[src/rtl/seg_display_scan.sv]
// Time-multiplexed 6-digit common-anode 7-segment scanner for an HH:MM:SS clock.
// Optional colon blinking on tick_1hz is enabled by defining COLON_BLINK_EN.
module seg_display_scan #(
    parameter int REFRESH_DIV = 50000,
    parameter int GUARD       = 2
) (
    input  logic       clk,
    input  logic       rstn,
    input  logic       en,
    input  logic       tick_1hz,
    input  logic [3:0] sec_ones,
    input  logic [2:0] sec_tens,
    input  logic [3:0] min_ones,
    input  logic [2:0] min_tens,
    input  logic [3:0] hr_ones,
    input  logic [1:0] hr_tens,
    output logic [5:0] anode,
    output logic [6:0] seg,
    output logic       dp
);

    localparam int CW = (REFRESH_DIV > 2) ? $clog2(REFRESH_DIV) : 1;
    localparam logic [CW-1:0] CNT_MAX = CW'(REFRESH_DIV - 1);
    localparam logic [CW-1:0] GUARD_C = CW'(GUARD);

    logic [CW-1:0] cnt_reg, cnt_next;
    logic [2:0]    idx_reg, idx_next;
    logic [3:0]    snap_reg [6];
    logic [3:0]    digit_in [6];
    logic          frame_wrap;
    logic [5:0]    slot_sel;
    logic          colon_slot;
    logic          in_guard;
    logic          colon_dp;

    logic [5:0]    anode_reg, anode_next;
    logic [6:0]    seg_reg, seg_next;
    logic          dp_reg, dp_next;

    // Narrower tens digits are zero-extended so every slot decodes the same way.
    assign digit_in[0] = sec_ones;
    assign digit_in[1] = {1'b0, sec_tens};
    assign digit_in[2] = min_ones;
    assign digit_in[3] = {1'b0, min_tens};
    assign digit_in[4] = hr_ones;
    assign digit_in[5] = {2'b00, hr_tens};

    generate
        for (genvar gi = 0; gi < 6; gi++) begin : g_slot
            assign slot_sel[gi] = (idx_reg == 3'(gi));
        end
    endgenerate

    assign colon_slot = slot_sel[2] | slot_sel[4];
    assign in_guard   = (cnt_reg < GUARD_C);
    assign frame_wrap = en && (cnt_reg == CNT_MAX) && (idx_reg == 3'd5);

`ifdef COLON_BLINK_EN
    logic blink_reg;

    // Blink follows the 1 Hz tick even while scanning is paused.
    always_ff @(posedge clk) begin
        if (rstn) begin
            blink_reg <= 1'b1;
        end else if (tick_1hz) begin
            blink_reg <= ~blink_reg;
        end
    end

    assign colon_dp = ~blink_reg;
`else
    logic unused_tick;

    assign unused_tick = tick_1hz;
    assign colon_dp    = 1'b0;
`endif

    function automatic logic [6:0] decode(input logic [3:0] d);
        logic [6:0] s;
        case (d)
            4'd0:    s = 7'h40;
            4'd1:    s = 7'h79;
            4'd2:    s = 7'h24;
            4'd3:    s = 7'h30;
            4'd4:    s = 7'h19;
            4'd5:    s = 7'h12;
            4'd6:    s = 7'h02;
            4'd7:    s = 7'h78;
            4'd8:    s = 7'h00;
            4'd9:    s = 7'h10;
            default: s = 7'h7F;
        endcase
        return s;
    endfunction

    always_comb begin
        cnt_next = cnt_reg;
        idx_next = idx_reg;
        if (en) begin
            if (cnt_reg == CNT_MAX) begin
                cnt_next = '0;
                idx_next = (idx_reg == 3'd5) ? 3'd0 : idx_reg + 3'd1;
            end else begin
                cnt_next = cnt_reg + 1'b1;
            end
        end
    end

    // Output image for the slot/count/snapshot held before this edge.
    always_comb begin
        anode_next = 6'h3F;
        seg_next   = 7'h7F;
        dp_next    = 1'b1;
        if (en) begin
            seg_next = decode(snap_reg[idx_reg]);
            if (!in_guard) begin
                anode_next = ~slot_sel;
                if (colon_slot) begin
                    dp_next = colon_dp;
                end
            end
        end
    end

    always_ff @(posedge clk) begin
        if (rstn) begin
            cnt_reg   <= '0;
            idx_reg   <= '0;
            anode_reg <= 6'h3F;
            seg_reg   <= 7'h7F;
            dp_reg    <= 1'b1;
            for (int i = 0; i < 6; i++) begin
                snap_reg[i] <= '0;
            end
        end else begin
            cnt_reg   <= cnt_next;
            idx_reg   <= idx_next;
            anode_reg <= anode_next;
            seg_reg   <= seg_next;
            dp_reg    <= dp_next;
            // Capture the whole time at once so a frame never shows a torn value.
            if (frame_wrap) begin
                for (int i = 0; i < 6; i++) begin
                    snap_reg[i] <= digit_in[i];
                end
            end
        end
    end

    assign anode = anode_reg;
    assign seg   = seg_reg;
    assign dp    = dp_reg;

endmodule

[config.mk]
export PLATFORM = sky130hd
export DESIGN_NAME = seg_display_scan
export DESIGN_NICKNAME = d
export VERILOG_FILES = /design/src/rtl/seg_display_scan.sv
export SDC_FILE = /design/constraint.sdc
export NUM_CORES = 1
export LEC_CHECK = 0
export CAP_MARGIN = 20
export CORE_UTILIZATION = 30
export DETAILED_ROUTE_END_ITERATION = 16
export GPL_TIMING_DRIVEN = 0
export MAX_ROUTING_LAYER = met4
export PLACE_DENSITY = 0.51
export SKIP_CTS_REPAIR_TIMING = 1
export SLEW_MARGIN = 5
export SYNTH_ARGS = -nofsm -noshare
export SYNTH_HDL_FRONTEND = slang
export SYNTH_SLANG_ARGS = --single-unit
[constraint.sdc]
create_clock -name clk -period 2.5 [get_ports clk]
set_clock_uncertainty 0.15 [all_clocks]
set_input_delay 0.75 -clock clk [delete_from_list [all_inputs] [get_ports clk]]
set_output_delay 0.75 -clock clk [all_outputs]
set_load 0.02 [all_outputs]
==> reports/summary.txt, run 1 <==
Outcome: complete, no violations
Cell Pwr Density: 530.4 nW/um^2
Initial DRC count: 57
Initial antenna violation count: 0
Synthesized area: 2450 sq um
Antenna diodes: 0
Minimum clock period after layout: 2.307 ns
Post-synthesis instance total: 225
Number of clock sinks: 56
Seq/Total Area, Yosys: 53.93%
CP endpoint kind: register
Worst Tran Pin Value: 0.5075 ns
First-pass GRT wire length: 7596 um
Number of global-route vias before repair: 1609
Routed len/inst: 11.66 um
Max-cap violations: 0
Worst Hold Class: register to register
IO buf count: 35
Max Root-Sink Buffers: 2
Final setup fails: 0
Yosys warning count: 0
Commonest cells after routing, fill and taps aside: dfxtp_1 (36), clkdlybuf4s50_1 (35), nor2_1 (29), and2_1 (22), edfxtp_1 (20)
# fillers: 809
Syn avg cell area: 10.89 sq um
TNS Setup: 0 ns
Setup crit start kind: register
Met2 global-route usage: 16.85%
CP Class: register to register
# rows: 32
Largest register FFs: 20
Worst slew margin: 65.91%
Vias: 1638
CP arrival: 2.36 ns
Die Wd: 92.37 um
Clk_lat worst skew: 0.31 ns
Final nets: 298
DP HPWL: 3072 um
Tcrit/Tclk final: 92.29%
Max Slew Vio Count: 0
Area growth syn-to-layout: 23.85%
Io pins: 38
Register area: 1321 sq um
CTS tree: done
RSZ-0062 raised after global routing: false
Most common cell after layout, fill and taps aside: dfxtp_1
Final hold violation count: 0
CTS H-tree depth: 2
Critical Path Fanout Max: 6
M3 GR Usage: 2.217%
Met1 Use GR: 15.92%
Largest net degree at the start of global routing: 21
Drt via density: 4.427
Core ar.: 7807 sq um
First drt pass iteration count: 4
Final instance area: 3034 sq um
Post-route DRC: 0
Clock-pin transition on the worst setup and hold timing paths: 0.10 ns
Peak VDD IR: 0.2417 mV
Worst hold slack: 0.3991 ns
Die ar.: 8531 sq um
Net Count, Synth: 256
Post-DP Area: 2928 sq um
Starting Density: 31.38%
#FFs+latches synth: 56
Fraction of layout cells with a size suffix above 1: 10.45%
Post-Route WL: 4313 um
Worst EP required: 2.55 ns
Num CTS Buffers: 5
Yosys cell types: 41
Antenna Violating Nets Remaining: 0
Total gr overflow: 0
Chip height: 92.37 um
FMAX: 0.4334 GHz
Leakage power: 1.106 nW
Root Driver: clkbuf_8
Routability Congestion: 0.7488
Multi-input logic area: 1064 sq um
GRT Resource Usage Total: 11.51%
Most Crowded Layer GR: met2
[power breakdown]
part | internal [mW] | switching [mW]
Sequential | 0.966 | 0.00874
Combinational | 0.0685 | 0.0586
Clock | 0.201 | 0.307
[logic make-up (layout without fill, tap and decap cells)]
logic type	Yosys count	count (layout)	synth area share, %
xor gates and xnor gates	17	17	6.078
AOI/OAI and AO/OA	21	21	6.129
buffers and inverters	14	57	3.268
and+or+nand+nor	100	100	21.14
muxes	10	10	5.873
adders and majority gates	7	7	3.575
DFF	56	56	53.93
[worst max-delay path: stages (launching register included)]
cell	delay (ns)
dfxtp_1	0.32
buf_2	0.19
mux4_2	0.56
mux2i_4	0.25
inv_1	0.14
ha_1	0.23
o32a_1	0.35
[cell usage after synthesis]
library cell	n	area, sq um
nand2b_1	2	12.51
buf_2	3	15.01
nor3_4	1	16.27
mux4_2	2	45.04
and4_1	1	8.760
and3_1	2	12.51
inv_1	6	22.52
nor4_1	3	18.77
or2_2	1	6.260
ha_1	7	87.58
mux2_4	1	15.01
nand4_1	6	37.54
o211ai_2	1	12.51
xnor2_1	6	52.55
a31o_2	1	8.760
nor2b_1	2	12.51
nand2_1	16	60.06
clkbuf_2	1	5.000
edfxtp_1	20	600.6
o211a_1	2	20.02
xor2_1	11	96.34
and2_2	1	7.510
clkbuf_1	1	3.750
and2_1	22	137.6
mux2_2	1	11.26
o21ai_1	2	10.01
nor3_1	5	25.02
nand3_1	8	40.04
a21bo_2	1	10.01
a21o_1	1	7.510
o21ai_0	2	10.01
mux2i_1	5	50.05
nor2_1	29	108.9
mux2i_4	1	22.52
o32a_1	2	20.02
a31oi_1	2	12.51
and4b_4	1	13.76
dfxtp_1	36	720.7
a21oi_1	6	30.03
a2111oi_0	1	8.760
buf_6	3	33.78
[area by class of cell]
class | instances | share of cell area (%)
Buffer | 8 | 1.897
Clock inverter | 3 | 0.7423
Timing Repair Buffer | 35 | 11.55
Tap cell | 102 | 4.206
Clock buffer | 5 | 2.268
Sequential cell | 56 | 43.55
Inverter | 6 | 0.7423
Multi-Input combinational cell | 155 | 35.05
[through the flow]
| step | power [mW] | std cells | setup WS [ns] | utilization (%) |
|---|---|---|---|---|
| 2_1_floorplan | 1.061 | 225 | 0.1443 | - |
| 3_5_place_dp | 1.123 | 362 | -0.1400 | 37.50 |
| 6_report | 1.609 | 370 | 0.1927 | 38.86 |
| 4_1_cts | 1.632 | 370 | 0.1517 | 38.67 |
| 5_1_grt | 1.683 | 370 | 0.05109 | 38.86 |
| 3_3_place_gp | 1.121 | 362 | -0.1410 | 37.50 |
[per-layer routing]
metal / vias to the layer above / part of all wire (%)
li1: 853 / -
met1: 741 / 50
met2: 40 / 44
met3: 4 / 4.0
met4: 0 / 1.7
met5: - / 0
[worst paths after layout]
check             start    endpoint  slack [ns]  cells after the start
min          cnt_reg[9]  cnt_reg[9]        0.40                      2
max reg2reg    register      seg[6]        0.19                      6
min reg2reg  cnt_reg[9]  cnt_reg[9]        0.40                      2
max            register      seg[6]        0.19                      6
No activity file was read; power rests on OpenSTA's default activity.
==> run 2: changes to the inputs <==
CELL_PAD_IN_SITES_DETAIL_PLACEMENT = 0   (was not set)
CELL_PAD_IN_SITES_GLOBAL_PLACEMENT = 1   (was not set)
CORE_UTILIZATION = 40   (was 30)
PLACE_DENSITY = 0.77   (was 0.51)
==> run 2 against run 1 <==
Effect of this change: via count is 0.49% higher; core utilization is 12 points higher; first-iteration DRC count rose by 19%; wire length decreased by 5.1%; setup slack better by 0.0012 ns; sequential power barely moved; critical endpoint unchanged; sequential cell count did not move; global-route usage rose by 3.2 points; clock-buffer cell count rose by 1; maximum frequency is essentially flat; sequential share of layout area up 0.27 points.
==> reports/summary.txt, run 2 (synthesis results as in run 1) <==
Outcome: complete, no violations
CTS tree: done
Cell Pwr Density: 559.0 nW/um^2 (+5.4%)
Initial DRC count: 68 (+19%)
Max Slew Vio Count: 0 (unchanged)
Antenna diodes: 0 (unchanged)
Worst Hold Class: register to register
Die ar.: 6442 sq um (-24%)
Post-Route WL: 4095 um (-5.1%)
GRT Resource Usage Total: 14.72% (+3.2 points)
Clk_lat worst skew: 0.30 ns (about the same)
TNS Setup: 0 ns (unchanged)
Max-cap violations: 0 (unchanged)
Multi-input logic area: 1059 sq um (-0.47%)
Area growth syn-to-layout: 23.08%
Number of global-route vias before repair: 1493 (-7.2%)
First-pass GRT wire length: 7031 um (-7.4%)
Routed len/inst: 11.94 um (+2.4%)
Core ar.: 5921 sq um (-24%)
CP endpoint kind: register
Worst slew margin: 66.16% (+0.25 points)
Worst hold slack: 0.4004 ns (+0.001369 ns)
Tcrit/Tclk final: 92.24% (about the same)
Final nets: 298 (unchanged)
CTS H-tree depth: 2 (unchanged)
Largest net degree at the start of global routing: 21 (unchanged)
Worst Tran Pin Value: 0.5038 ns (-0.003742 ns)
Peak VDD IR: 0.2819 mV (+17%)
First drt pass iteration count: 4 (unchanged)
Clock-pin transition on the worst setup and hold timing paths: 0.09 ns (about the same)
CP Class: register to register
# fillers: 563 (-30%)
Minimum clock period after layout: 2.306 ns (-0.001236 ns)
Post-route DRC: 0 (unchanged)
Fraction of layout cells with a size suffix above 1: 10.07% (-0.37 points)
FMAX: 0.4336 GHz (about the same)
Leakage power: 1.119 nW (+1.2%)
Antenna Violating Nets Remaining: 0 (unchanged)
Critical Path Fanout Max: 6 (unchanged)
Final hold violation count: 0 (unchanged)
Die Wd: 80.26 um (-13%)
Root Driver: clkbuf_8
Chip height: 80.26 um (-13%)
Total gr overflow: 0 (unchanged)
RSZ-0062 raised after global routing: false
IO buf count: 35 (unchanged)
Setup crit start kind: register
Initial antenna violation count: 0 (unchanged)
Final setup fails: 0 (unchanged)
CP arrival: 2.35 ns (about the same)
Power, Total: 1.686 mW (+4.7%)
# rows: 28 (-13%)
Worst EP required: 2.55 ns (about the same)
Max Root-Sink Buffers: 2 (unchanged)
Io pins: 38 (unchanged)
Routability Congestion: 0.7622 (+1.8%)
Register area: 1321 sq um (unchanged)
Vias: 1646 (+0.49%)
Drt via density: 4.799 (+8.4%)
Number of clock sinks: 56 (unchanged)
DP HPWL: 2980 um (-3.0%)
Starting Density: 41.38% (+10 points)
Num CTS Buffers: 5 (unchanged)
Largest register FFs: 20 (unchanged)
Commonest cells after routing, fill and taps aside: dfxtp_1 (36), clkdlybuf4s50_1 (35), nor2_1 (29), and2_1 (22), edfxtp_1 (20)
Most common cell after layout, fill and taps aside: dfxtp_1
## run 2: changes by cell type in the layout (fill, tap and decap cells not counted), sizes merged
cell	before	now
bufinv	0	1
clkbuf	7	8
clkinvlp	1	0
inv	7	6
## run 2: path summary, 6_finish.rpt
check | startpoint | end | slack [ns] | cells after the start
worst max register to register | register | seg[6] | 0.19 | 6
worst min-delay path | cnt_reg[9] | cnt_reg[9] | 0.40 | 2
worst max-delay path | register | seg[6] | 0.19 | 6
worst min register to register | cnt_reg[9] | cnt_reg[9] | 0.40 | 2
## run 2: layout make-up
| type | instances | area share [%] |
|---|---|---|
| Buffer | 8 | 1.909 |
| Sequential cell | 56 | 43.82 |
| Multi-Input combinational cell | 155 | 35.10 |
| Timing Repair Buffer | 35 | 11.62 |
| Clock buffer | 6 | 2.531 |
| Inverter | 6 | 0.7469 |
| Clock inverter | 2 | 1.162 |
| Tap cell | 75 | 3.112 |
## run 2: critical path, cell delays in order, from the launching register on
cell	delay, ns
dfxtp_1	0.31
buf_2	0.19
mux4_2	0.57
mux2i_4	0.25
inv_1	0.15
ha_1	0.23
o32a_1	0.34
## run 2: through the flow
stage               utilization, %  cells  worst slack [ns]  instance area (sq um)
finish                       50.93    343            0.1940                   3015
global route                 50.93    343           0.08429                   3015
CTS                          50.76    343            0.1769                   3005
detailed placement           48.88    335           -0.1029                   2894
global placement             48.88    335          -0.08783                   2894
floorplan                        -    225            0.1443                   2450
## run 2: where the power goes
group | switching (mW) | internal (mW) | total, mW
clock network | 0.276 | 0.308 | 0.585
logic | 0.0570 | 0.0682 | 0.125
registers | 0.00952 | 0.966 | 0.976
total | 0.343 | 1.34 | 1.69
## run 2: layer usage
layer / global-route usage [%] / wire length, um / share of wire (%) / vias up
li1: - / - / - / 862
met1: 19.67 / 2056 / 50 / 740
met2: 21.71 / 1839 / 45 / 39
met3: 3.409 / 145 / 3.5 / 5
met4: 5.536 / 53 / 1.3 / 0
met5: - / 0 / 0 / -
